$ cat config.mk
export PLATFORM = sky130hd
export DESIGN_NAME = branch_target_predictor
export DESIGN_NICKNAME = d
export VERILOG_FILES = /design/src/rtl/branch_target_predictor.sv
export SDC_FILE = /design/constraint.sdc
export NUM_CORES = 2
export LEC_CHECK = 0
export CAP_MARGIN = 5
export CORE_AREA = 2 2 254 256
export DETAILED_ROUTE_END_ITERATION = 12
export DIE_AREA = 0 0 256 258
export MAX_ROUTING_LAYER = met4
export PLACE_DENSITY = 0.79
export REMOVE_ABC_BUFFERS = 1
export SLEW_MARGIN = 20
export SYNTH_ARGS = -nofsm -noshare
export SYNTH_HDL_FRONTEND = slang
export SYNTH_SLANG_ARGS = --single-unit
$ cat constraint.sdc
create_clock -name Clk -period 33.7 [get_ports Clk]
set_input_delay 6.74 -clock Clk [delete_from_list [all_inputs] [get_ports Clk]]
set_output_delay 6.74 -clock Clk [all_outputs]
set_load 0.005 [all_outputs]
$ cat src/rtl/branch_target_predictor.sv
// rtl/branch_target_predictor.sv - direct-mapped branch target predictor with 2-bit direction counters
// Fetch lookup is combinational; decode updates are applied at the rising edge.
module branch_target_predictor #(
    parameter int ENTRIES = 16,
    parameter int TAG_W   = 8,
    parameter int MISS_W  = 16
) (
    input  logic              Clk,
    input  logic              Reset,
    input  logic [31:0]       LookupPC,
    output logic              PredHit,
    output logic              PredTaken,
    output logic [31:0]       PredTarget,
    input  logic              UpdValid,
    input  logic [31:0]       UpdPC,
    input  logic              UpdTaken,
    input  logic [31:0]       UpdTarget,
    input  logic              Invalidate,
    output logic [MISS_W-1:0] MissCount
);

    localparam int IDX_W = $clog2(ENTRIES);

    logic [ENTRIES-1:0] validQ;
    logic [TAG_W-1:0]   tagQ    [ENTRIES];
    logic [31:0]        targetQ [ENTRIES];
    logic [1:0]         ctrQ    [ENTRIES];
    logic [MISS_W-1:0]  missCountQ;

    logic [IDX_W-1:0]   lookupIdx;
    logic [TAG_W-1:0]   lookupTag;
    logic [IDX_W-1:0]   updIdx;
    logic [TAG_W-1:0]   updTag;
    logic               updHit;
    logic               updPredTaken;
    logic [31:0]        updPredTarget;
    logic               updMispredict;
    logic [1:0]         updNextCtr;

    assign lookupIdx = LookupPC[IDX_W+1:2];
    assign lookupTag = LookupPC[IDX_W+TAG_W+1:IDX_W+2];
    assign updIdx    = UpdPC[IDX_W+1:2];
    assign updTag    = UpdPC[IDX_W+TAG_W+1:IDX_W+2];

    always_comb begin
        PredHit    = validQ[lookupIdx] && (tagQ[lookupIdx] == lookupTag);
        PredTaken  = PredHit && ctrQ[lookupIdx][1];
        PredTarget = PredTaken ? targetQ[lookupIdx] : LookupPC + 32'd4;
    end

    // The update path re-runs the lookup on UpdPC against the pre-edge table to judge the prediction.
    always_comb begin
        updHit        = validQ[updIdx] && (tagQ[updIdx] == updTag);
        updPredTaken  = updHit && ctrQ[updIdx][1];
        updPredTarget = updPredTaken ? targetQ[updIdx] : UpdPC + 32'd4;
        updMispredict = (updPredTaken != UpdTaken) ||
                        (UpdTaken && (updPredTarget != UpdTarget));
        updNextCtr    = ctrQ[updIdx];
        if (UpdTaken) begin
            if (ctrQ[updIdx] != 2'b11) begin
                updNextCtr = ctrQ[updIdx] + 2'd1;
            end
        end else begin
            if (ctrQ[updIdx] != 2'b00) begin
                updNextCtr = ctrQ[updIdx] - 2'd1;
            end
        end
    end

    always_ff @(posedge Clk or posedge Reset) begin
        if (Reset) begin
            validQ     <= '0;
            missCountQ <= '0;
            for (int i = 0; i < ENTRIES; i++) begin
                tagQ[i]    <= '0;
                targetQ[i] <= '0;
                ctrQ[i]    <= 2'b01;
            end
        end else begin
            // A dropped update (Invalidate) is still scored.
            if (UpdValid && updMispredict && (missCountQ != '1)) begin
                missCountQ <= missCountQ + {{(MISS_W-1){1'b0}}, 1'b1};
            end
            if (Invalidate) begin
                validQ <= '0;
            end else if (UpdValid) begin
                if (updHit) begin
                    ctrQ[updIdx] <= updNextCtr;
                    if (UpdTaken) begin
                        targetQ[updIdx] <= UpdTarget;
                    end
                end else if (UpdTaken) begin
                    validQ[updIdx]  <= 1'b1;
                    tagQ[updIdx]    <= updTag;
                    targetQ[updIdx] <= UpdTarget;
                    ctrQ[updIdx]    <= 2'b10;
                end
            end
        end
    end

    assign MissCount = missCountQ;

endmodule

; ---- After elaboration in Yosys (flattened, before gate mapping)
; Cells that the tools add are included.
[classes]
mux = 44
bitwise_logic = 8
n_mul = 0
addsub = 5
n_eq_ne = 7
reduce_logical = 18
magnitude_cmp = 6
div_mod_pow = 0
shifts = 0
[ops]
columns = op, n
row1 = $bwmux 512, 1
row2 = $mux 32, 9
row3 = $bmux 32 s4, 2
row4 = $bwmux 128, 1
row5 = $demux 32 s4, 1
row6 = $add 32x3->32 const B, 2
row7 = $bmux 8 s4, 2
row8 = $mux 16, 4
row9 = $mux 8, 5
row10 = $bwmux 32, 1
row11 = $demux 8 s4, 1
row12 = $ne 32x32->1, 1
row13 = $or 16x16->16, 2
row14 = $add 16x1->16 const B, 1
row15 = $and 16x16->16, 1
row16 = $bmux 2 s4, 2
row17 = $eq 8x8->1, 2
row18 = $mux 2, 8
row19 = $ne 16x16->1 const B, 1
row20 = $not 16->16, 1
row21 = $ge 5x5->1 const B, 2
row22 = $lt 4x5->1 const B, 2
row23 = $not 4->5, 2
row24 = $logic_and 1x1->1, 9
row25 = other kinds (15), 25
[totals]
latchBits = 0
in_bits = 101
mem_count = 0
mem_bits_ro = 0
mem_bits_rw = 0
regBits = 704
wordCells = 138

; ---- Longest topological paths before layout
[depth]
ltp_word = 13
mapped_depth = 18
depth_no_buf = 12

; ---- Least setup slack after synthesis
; Ideal clock, no wire load.
[synth_path]
path_kind = input-to-output
start = input LookupPC[2]
end = output PredTarget[23]
path_buffers = 6
required_ns = 26.960
arrival_time_ns = 10.167
path_slack_ns = 16.793
stages = 10
path_cell_list = clkbuf_1 buf_2 buf_2 buf_1 buf_2 buf_1 mux4_2 mux4_2 nand2_1 o21ai_0
[synth_between]
elab_chain_cells = 8
word_cells_on_any_way = 17
cone_classes = add/sub (1) / eq/ne (1) / mux (12) / bitwise (1) / reduce/logical (2)
[synth_lines]
columns = element, line
row1 = from (decl), 10  ; input logic [31:0] LookupPC,
row2 = $not 4->5 (not written as such), "46, 47, 48"
row3 = $bmux 8 s4, 46  ; PredHit = validQ[lookupIdx] && (tagQ[lookupIdx] == lookupTag);
row4 = $mux 8 (not written as such) (2 in a row), 46
row5 = $eq 8x8->1, 46
row6 = $logic_and 1x1->1, 46
row7 = $logic_and 1x1->1, 47  ; PredTaken = PredHit && ctrQ[lookupIdx][1];
row8 = $mux 32 *, 48  ; PredTarget = PredTaken ? targetQ[lookupIdx] : LookupPC + 32'd4;
row9 = to (decl), 13  ; output logic [31:0] PredTarget,
; Mark *: on every way between the ends. The rest lies on a longest branch, timed or not. The select of a mux whose other input is x is not followed.

; ---- Final worst setup path
[layout_path]
start = input LookupPC[3]
end = output PredTarget[15]
; Same word-level chain as after synthesis.

==> impl_metrics.tcl <==
set metrics [dict create \
    grt_remaining_overflow 0 \
    holdCritPathClass "register to register" \
    placed_area_um2 41100 \
    max_cap_violations 0 \
    critical_path_required_ps 26960 \
    min_path_cells 1 \
    viasPerCell 7.00 \
    antenna_found_initial 7 \
    clock_path_buffers 3 \
    maxSlewViolCount 0 \
    power_density_nw_per_um2 52.8 \
    hold_slack_ps 485 \
    first_pass_iters 8 \
    async_flop_share 1.00 \
    critPathTopFamily "buffers and inverters" \
    p_leak_nw 18.8 \
    status "finished clean" \
    die_y_um 258 \
    yosys-top-cells-count "dfrtp_1, mux2_2, mux4_2, clkbuf_1, nand2_1" \
    hold_buffers 0 \
    fin_ws_ps 14670 \
    hold_viol_final 0 \
    post-cts-setup-buffer-count 0 \
    rows 93 \
    syn_inst 2556 \
    grt_pass1_vias 26400 \
    die-area_um2 66000 \
    place_ws_ps 14740 \
    finalSetupViolCount 0 \
    grt_util_all_layers 0.345 \
    fillers 4213 \
    finalCritPeriodShare 0.565 \
    drcViolationCount 0 \
    insertion_delay_ps 630 \
    numCtsBuffers 77 \
    yosysMostFrequentCell "dfrtp_1" \
    worst_pin_slew_ps 1090 \
    routabilityCongestion 0.907 \
    antenna_left 0 \
    critPathMaxFanout 70 \
    dp_hpwl_um 62800 \
    power_mw 2.31 \
    fmax_ghz 0.0525 \
    place_inst 3385 \
    synthTopCellsByArea "dfrtp_1, mux4_2, mux2_2, clkbuf_1, dfstp_2" \
    core-area_um2 63600 \
    clkSinkCount 704 \
    yosys.area.top_type "dfrtp_1" \
    cts_root_buf "clkbuf_16" \
    rsz0062_at_grt "false" \
    floorplan.die.width_um 256 \
    critPathLaunchType "input port" \
    area_growth_pct 12.3 \
    grt_pass1_wl_um 165000 \
    grt_max_degree 190 \
    final-instance-count-excl-fill 3536 \
    cts.clk_slew.worst_paths_ps 60 \
    skew_ps 26.0 \
    min_period_ps 19030 \
    endpoint_kind "output port" \
    yosysWarnings 0 \
    synthFlopType "dfrtp_1" \
    totalWireLength_um 108000 \
    crit_path_top_delay_cell "buf_4" \
    vias 24800 \
    synth_cell_types 71 \
    wl_per_cell_um 30.4 \
    r2r_cells 13 \
    worstSetupPathDepth 12 \
    critPathMaxStageDelay_ps 890 \
    syn_area_um2 39000 \
    ios 151 \
    tritoncts "built" \
    drive_above_1_share 0.498 \
    initial_core_util 0.612 \
    ir_drop_v 0.0000379 \
    relSlewSlack 0.268 \
    cp.arrival_ps 12290 \
    layout.nets 2717 \
    first_iter_violations 2245 \
    fin_setup_tns_ps 0 \
    path_cells "clkbuf_8 -> buf_4 -> mux4_2 -> mux4_2 -> xnor2_1 -> nand4_1 -> nor3_1 -> and2_2 -> buf_4 -> nand2_1 -> o21ai_0 -> clkdlybuf4s50_1" \
    synth_area_per_cell_um2 15.3 \
    seq_area_frac_synth 0.452 \
    cp_num_buf_inv 4 \
    htreeDepth 3 \
    synth-edff-count 0 \
    finalCoreUtilization 0.688 \
    synth-seq-cells 704 \
    cts_resized 0 \
    yosysTopAreaCellShare 0.442 \
    crit_type "input port to output port" \
    port_buffers 148 \
    final_area_um2 43800 \
]
-- path summary, 6_finish.rpt --
path / startpoint / endpoint / slack, ps
min in group asynchronous: Reset / ctrQ[21]$_DFFE_PP0P_ / 6680
worst max-delay path: LookupPC[3] / PredTarget[15] / 14670
worst min register to register: MissCount[4]$_DFFE_PP0P_ / MissCount[4]$_DFFE_PP0P_ / 490
max in group asynchronous: Reset / targetQ[229]$_DFFE_PP0P_ / 24390
worst max register to register: tagQ[4]$_DFFE_PP0P_ / MissCount[14]$_DFFE_PP0P_ / 28280
worst min-delay path: MissCount[4]$_DFFE_PP0P_ / MissCount[4]$_DFFE_PP0P_ / 490
-- state kept, by name, summed over array words and instances, names as in the netlist --
signal and cells:
targetQ 512, validQ 16, ctrQ 32, MissCount 16
tagQ 128
-- layout by cell type (no fill, tap or decap), types with 5 or more instances in the layout --
master and count:
xor2_1 45, diode_2 7, mux2_1 11, clkbuf_1 19, clkbuf_16 80, clkdlybuf4s50_1 140
xnor2_1 41, dfrtp_1 688, nor3_2 18, ha_1 6, clkbuf_8 17, mux4_2 407
and3_1 13, a2111o_1 5, or2_0 5, bufinv_16 5, nand3_1 33, nor2b_1 6
clkinv_2 15, o21ai_0 33, nor2_1 26, mux2_2 668, inv_1 16, and2_1 7
a21o_1 17, nor3_1 15, nand2b_1 10, a22oi_1 13, nand2_1 95, buf_4 53
nor2_4 15, nand4_1 12, nor4_1 9, mux2i_1 34, dfstp_2 16
-- kinds of logic (layout without fill, tap and decap cells) --
family | after synthesis | in the layout | share of synthesized area
mux | 1123 | 1123 | 0.441
fa+ha+maj | 6 | 6 | 0.00193
compound gates | 103 | 103 | 0.0189
buf+inv | 245 | 363 | 0.0268
other cells | 0 | 7 | 0
xor+xnor | 86 | 86 | 0.0193
flops | 704 | 704 | 0.452
simple gates | 289 | 289 | 0.0395
-- per-layer routing --
layer / track usage / vias to the layer above / wire [µm]
met2: 0.538 / 1118 / 52800
li1: - / 9990 / -
met4: 0.123 / 0 / 3650
met5: - / - / 0
met3: 0.0748 / 253 / 8630
met1: 0.454 / 13400 / 42600
-- layout make-up --
type,instances,area (µm²),area share
tap,855,1070,0.0244
sequential,704,17600,0.403
clock buffer,114,2280,0.0521
multi-input combinational,1607,20400,0.467
antenna,7,17.5,0.000400
clock inverter,29,308,0.00703
inverter,17,71.3,0.00163
timing repair buffer,203,1970,0.0449
-- where the power goes --
group | switching [mW] | total (mW) | internal (mW)
Sequential | 0.0830 | 1.04 | 0.956
Clock | 0.358 | 0.867 | 0.509
Combinational | 0.164 | 0.406 | 0.241
Total | 0.605 | 2.31 | 1.71
-- worst register-to-register path, stage by stage, from the launching register on --
cell and delay [ps]:
dfrtp_1 400, mux4_2 500, a22oi_1 200, nand2_1 90, xnor2_1 220, nand4b_1 650
nor3_4 400, buf_4 360, mux2_1 370, a222oi_1 230, o2111ai_1 430, and4b_1 970
nor2_1 150, mux2_4 330
Power figures use the tool's default switching activity.
